File: src/rtl/switch_debounce.sv
// rtl/switch_debounce.sv - two-flop synchroniser plus per-channel debounce FSM for N switches.
// Define SW_TOGGLE_EN to make sw_db a per-channel toggle that flips on each debounced press.
module switch_debounce #(
  parameter int N               = 3,
  parameter int DEBOUNCE_CYCLES = 4,
  parameter int CNT_W           = 20
) (
  input  logic         clk,
  input  logic         rst_n,
  input  logic [N-1:0] sw_raw,
  output logic [N-1:0] sw_db,
  output logic [N-1:0] sw_chg,
  output logic         any_chg
);

  typedef enum logic {
    STABLE   = 1'b0,
    COUNTING = 1'b1
  } state_t;

  localparam logic [CNT_W-1:0] CNT_LAST = CNT_W'(DEBOUNCE_CYCLES - 1);
  localparam logic [CNT_W-1:0] CNT_ONE  = CNT_W'(1);

  logic [N-1:0]     sync1;
  logic [N-1:0]     sync2;
  logic [N-1:0]     lvl;
  logic [N-1:0]     mism;
  logic [N-1:0]     flip;
  logic [N-1:0]     chg_d;
  state_t           state_q [N];
  state_t           state_d [N];
  logic [CNT_W-1:0] cnt_q   [N];
  logic [CNT_W-1:0] cnt_d   [N];

  always_ff @(posedge clk or negedge rst_n) begin
    if (!rst_n) begin
      sync1 <= '0;
      sync2 <= '0;
    end else begin
      sync1 <= sw_raw;
      sync2 <= sync1;
    end
  end

  assign mism = sync2 ^ lvl;

  // The counter is cleared on every flip and bounce-back, so it never wraps.
  always_comb begin
    for (int i = 0; i < N; i++) begin
      state_d[i] = state_q[i];
      cnt_d[i]   = cnt_q[i];
      flip[i]    = 1'b0;
      case (state_q[i])
        STABLE: begin
          cnt_d[i] = '0;
          if (mism[i]) begin
            if (DEBOUNCE_CYCLES == 1) begin
              flip[i] = 1'b1;
            end else begin
              state_d[i] = COUNTING;
              cnt_d[i]   = CNT_ONE;
            end
          end
        end
        COUNTING: begin
          if (!mism[i]) begin
            state_d[i] = STABLE;
            cnt_d[i]   = '0;
          end else if (cnt_q[i] == CNT_LAST) begin
            flip[i]    = 1'b1;
            state_d[i] = STABLE;
            cnt_d[i]   = '0;
          end else begin
            cnt_d[i] = cnt_q[i] + CNT_ONE;
          end
        end
        default: begin
          state_d[i] = STABLE;
          cnt_d[i]   = '0;
        end
      endcase
    end
  end

  always_ff @(posedge clk or negedge rst_n) begin
    if (!rst_n) begin
      for (int i = 0; i < N; i++) begin
        state_q[i] <= STABLE;
        cnt_q[i]   <= '0;
      end
      lvl     <= '0;
      sw_chg  <= '0;
      any_chg <= 1'b0;
    end else begin
      for (int i = 0; i < N; i++) begin
        state_q[i] <= state_d[i];
        cnt_q[i]   <= cnt_d[i];
      end
      lvl     <= lvl ^ flip;
      sw_chg  <= chg_d;
      any_chg <= |chg_d;
    end
  end

`ifdef SW_TOGGLE_EN
  logic [N-1:0] tog;

  // Only debounced rising edges (level currently 0 and flipping) toggle the output.
  assign chg_d = flip & ~lvl;

  always_ff @(posedge clk or negedge rst_n) begin
    if (!rst_n) begin
      tog <= '0;
    end else begin
      tog <= tog ^ chg_d;
    end
  end

  assign sw_db = tog;
`else
  assign chg_d = flip;
  assign sw_db = lvl;
`endif

endmodule

File: config.mk
export PLATFORM = sky130hd
export DESIGN_NAME = switch_debounce
export DESIGN_NICKNAME = d
export VERILOG_FILES = /design/src/rtl/switch_debounce.sv
export SDC_FILE = /design/constraint.sdc
export NUM_CORES = 1
export LEC_CHECK = 0
export BUFFER_PORTS_ARGS = -buffer_cell sky130_fd_sc_hd__clkbuf_2
export CAP_MARGIN = 15
export CELL_PAD_IN_SITES_DETAIL_PLACEMENT = 1
export CELL_PAD_IN_SITES_GLOBAL_PLACEMENT = 1
export CORE_MARGIN = 5
export CORE_UTILIZATION = 49
export DETAILED_ROUTE_END_ITERATION = 7
export GPL_TIMING_DRIVEN = 0
export PLACE_DENSITY = 0.84
export SETUP_SLACK_MARGIN = 0.02
export SLEW_MARGIN = 10
export SYNTH_ARGS = -nofsm -noshare
export SYNTH_HDL_FRONTEND = slang
export SYNTH_SLANG_ARGS = --single-unit
File: constraint.sdc
create_clock -name clk -period 2.54 [get_ports clk]
set_input_delay 0.254 -clock clk [delete_from_list [all_inputs] [get_ports clk]]
set_output_delay 0.254 -clock clk [all_outputs]
set_load 0.01 [all_outputs]
==> flow_summary.yaml <==
detailed_routing:
  firstDrtPassIters: 4
  wl_met3_um: 154
  drc_errors: 0
  wl_per_cell_um: 16.6
  met1_length_mm: 3.61
  ant_nets: 0
  vias_per_cell: 5.64
  wl_met2_mm: 4.15
  dr_total_vias: 2732
  top_layer_used: "met4"
  drt_iter0_markers: 138
  wl_mm: 8.04
logic_synthesis:
  seq_area_frac_synth_pct: 53.3
  postSynthCellCount: 355
  ys_ff_latch: 76
  synth_adder_area_share_pct: 1.05
  ys_warn_count: 0
  synth_compound_area_share_pct: 6.00
  syn_area_um2: 3570
  syn-num-nets: 363
  synth-simple-area-share_pct: 26.2
  synth_xor_xnor_area_share_pct: 11.0
  muxShareOfSynthArea_pct: 0
  syn_avg_cell_area_um2: 10.1
  synth_cell_types: 32
  synth_top_family_by_area: "simple AND/OR/NAND/NOR gates"
critical_path:
  cp_max_fo: 10
  worst-setup-path-type: "reg2reg"
  cp-end-kind: "flip-flop"
  crit_arrival_ns: 2.35
  cp.required_ns: 2.74
  cp-start-kind: "flip-flop"
pwr:
  intPower_mw: 2.14
  clock_power_share_pct: 37.1
  powerDensity_nw_per_um2: 736
  p_leak_nw: 1.63
  pwr-share-seq_pct: 47.0
  power_mw: 2.98
  comb_power_share_pct: 15.8
  p_switching_uw: 841
  irDropWorstVdd_mv: 0.423
  swShare_pct: 28.3
sta:
  fmax_ghz: 0.466
  rsz0062_at_grt: "no"
  min_period_over_period_pct: 84.4
  worstMarginPinSlew_ns: 0.610
  relSlewSlack_pct: 59.0
  setup_viol: 0
  tns_ns: 0
  period_needed_ns: 2.14
  fin_worst_skew_ns: 0.0101
  drv_slew: 0
  hold_ws_ns: 0.0196
  fin_ws_ns: 0.395
  hold_viol_final: 0
clock_network:
  cts-root-buf: "clkbuf_8"
  cts_hold_buf: 2
  cts_sinks: 76
  cts_setup_buffers: 0
  clkTransAtPathRegs_ns: 0.08
  htreeDepth: 3
  cts_resized: 0
  clk-insertion-delay-late_ns: 0.35
  cts_buffers: 9
  clk_path_buf_depth: 2
  cts_tree: "done"
place:
  placed_cell_area_um2: 3780
  place_congestion: 0.797
  io_buffers: 11
  place_inst: 466
  hpwlAfterDp_mm: 5.49
  dp_slack_ns: 0.433
global_route:
  grt_pass1_wl_mm: 14.2
  grt_usage_pct: 20.2
  grt_max_degree: 50
  overflow: 0
  antenna_found_initial: 0
  grt_pass1_vias: 2955
worst_hold_path:
  worstHoldPathType: "in2reg"
finish:
  seqCellArea_um2: 1900
  fin_cells: 484
  multi_input_area_um2: 1580
  n_fill_cell: 801
  areaGrowthSynthToFinish_pct: 13.4
  antenna_cells: 0
  final_util_pct: 56.4
  nNetsFinal: 389
  drive_above_1_share_pct: 9.61
  final_cell_area_um2: 4050
outcome:
  status: "complete, no violations"
die:
  pin_count: 12
  rows: 31
  core-area_um2: 7180
  start_util_pct: 49.7
  die_w_um: 95.3
  die_area_um2: 9090
  die_h_um: 95.3
flow_run:
  cap_violations: 0
-- layout make-up --
cell class	count	share of cell area [%]
Sequential cell	76	47.0
Timing Repair Buffer	15	2.85
Clock inverter	5	2.47
Inverter	10	0.928
Clock buffer	10	3.40
Tap cell	99	3.06
Multi-Input combinational cell	257	39.0
Buffer	12	1.24
-- synth_stat cells (all sizes together) --
cell type	number	area (um^2)
and2	1	6.26
o21bai	3	22.5
nor2	46	173
nor4	17	106
nand4	15	124
nor4bb	1	10.0
nand2	17	63.8
nand3	23	120
o21ai	15	75.1
or4	4	30.0
ha	3	37.5
nor3	12	60.1
o22ai	3	18.8
or2	1	6.26
and4	7	62.6
a21oi	15	75.1
xnor2	30	263
buf	2	10.0
dfrtp	76	1900
inv	10	37.5
o31ai	3	22.5
nor4b	3	26.3
and3	3	20.0
clkbuf	10	40.0
xor2	15	131
or3	17	106
nand2b	3	18.8
-- layer usage --
metal,vias to the layer above,global-route usage [%]
li1,1306,-
met1,1395,25.8
met2,22,34.6
met3,9,3.24
met4,0,7.57
met5,-,0
-- registers in the layout, indices dropped and copies added (netlist names) --
register,cells
cnt_q,60
state_q,3
sync2,3
sw_db,3
sync1,3
sw_chg,3
any_chg,1
-- cells in the final DEF (no fill, tap or decap), types with 4 or more instances in the layout --
master     n
dfrtp_1   76
nor2_1    46
xnor2_1   30
nand3_1   22
nand2_1   17
or3_1     17
nor4_1    17
o21ai_0   15
a21oi_1   15
xor2_1    15
nand4_1   13
nor3_1    12
clkbuf_2  12
inv_1     10
clkbuf_8  10
clkbuf_1   8
and4_1     6
or4_1      4
-- cell families (layout without fill, tap and decap cells) --
logic type,count (synthesis),in the layout
flops,76,76
fa+ha+maj,3,3
simple gates,170,170
buf+inv,22,52
compound gates,39,39
xor+xnor,45,45
-- power groups by stage --
stage	combinational, mW	sequential [mW]	clock (mW)
finish	0.471	1.40	1.11
global route	0.536	1.42	1.19
CTS	0.482	1.40	1.13
detailed placement	0.475	1.43	0
global placement	0.445	1.42	0
floorplan	0.298	1.41	0
-- critical path, stage by stage, from the launching register on --
cell and delay, ns:
dfrtp_1 0.42, ha_1 0.26, nor4b_1 0.26, nand3_1 0.20, o21bai_1 0.27, clkbuf_1 0.43, o21ai_0 0.16
-- path summary, 6_finish.rpt --
check / from / to / slack, ns / depth (start not counted)
min in group asynchronous: rst_n / cnt_q[50] / 0.42 / 2
worst max-delay path: cnt_q[0] / state_q[0] / 0.40 / 6
max in group asynchronous: rst_n / cnt_q[39] / 1.54 / 3
worst min register to register: sync1[0] / sync2[0] / 0.36 / 0
worst min-delay path: sw_raw[2] / sync1[2] / 0.02 / 1
worst max register to register: cnt_q[0] / state_q[0] / 0.40 / 6
Power figures use the tool's default switching activity.
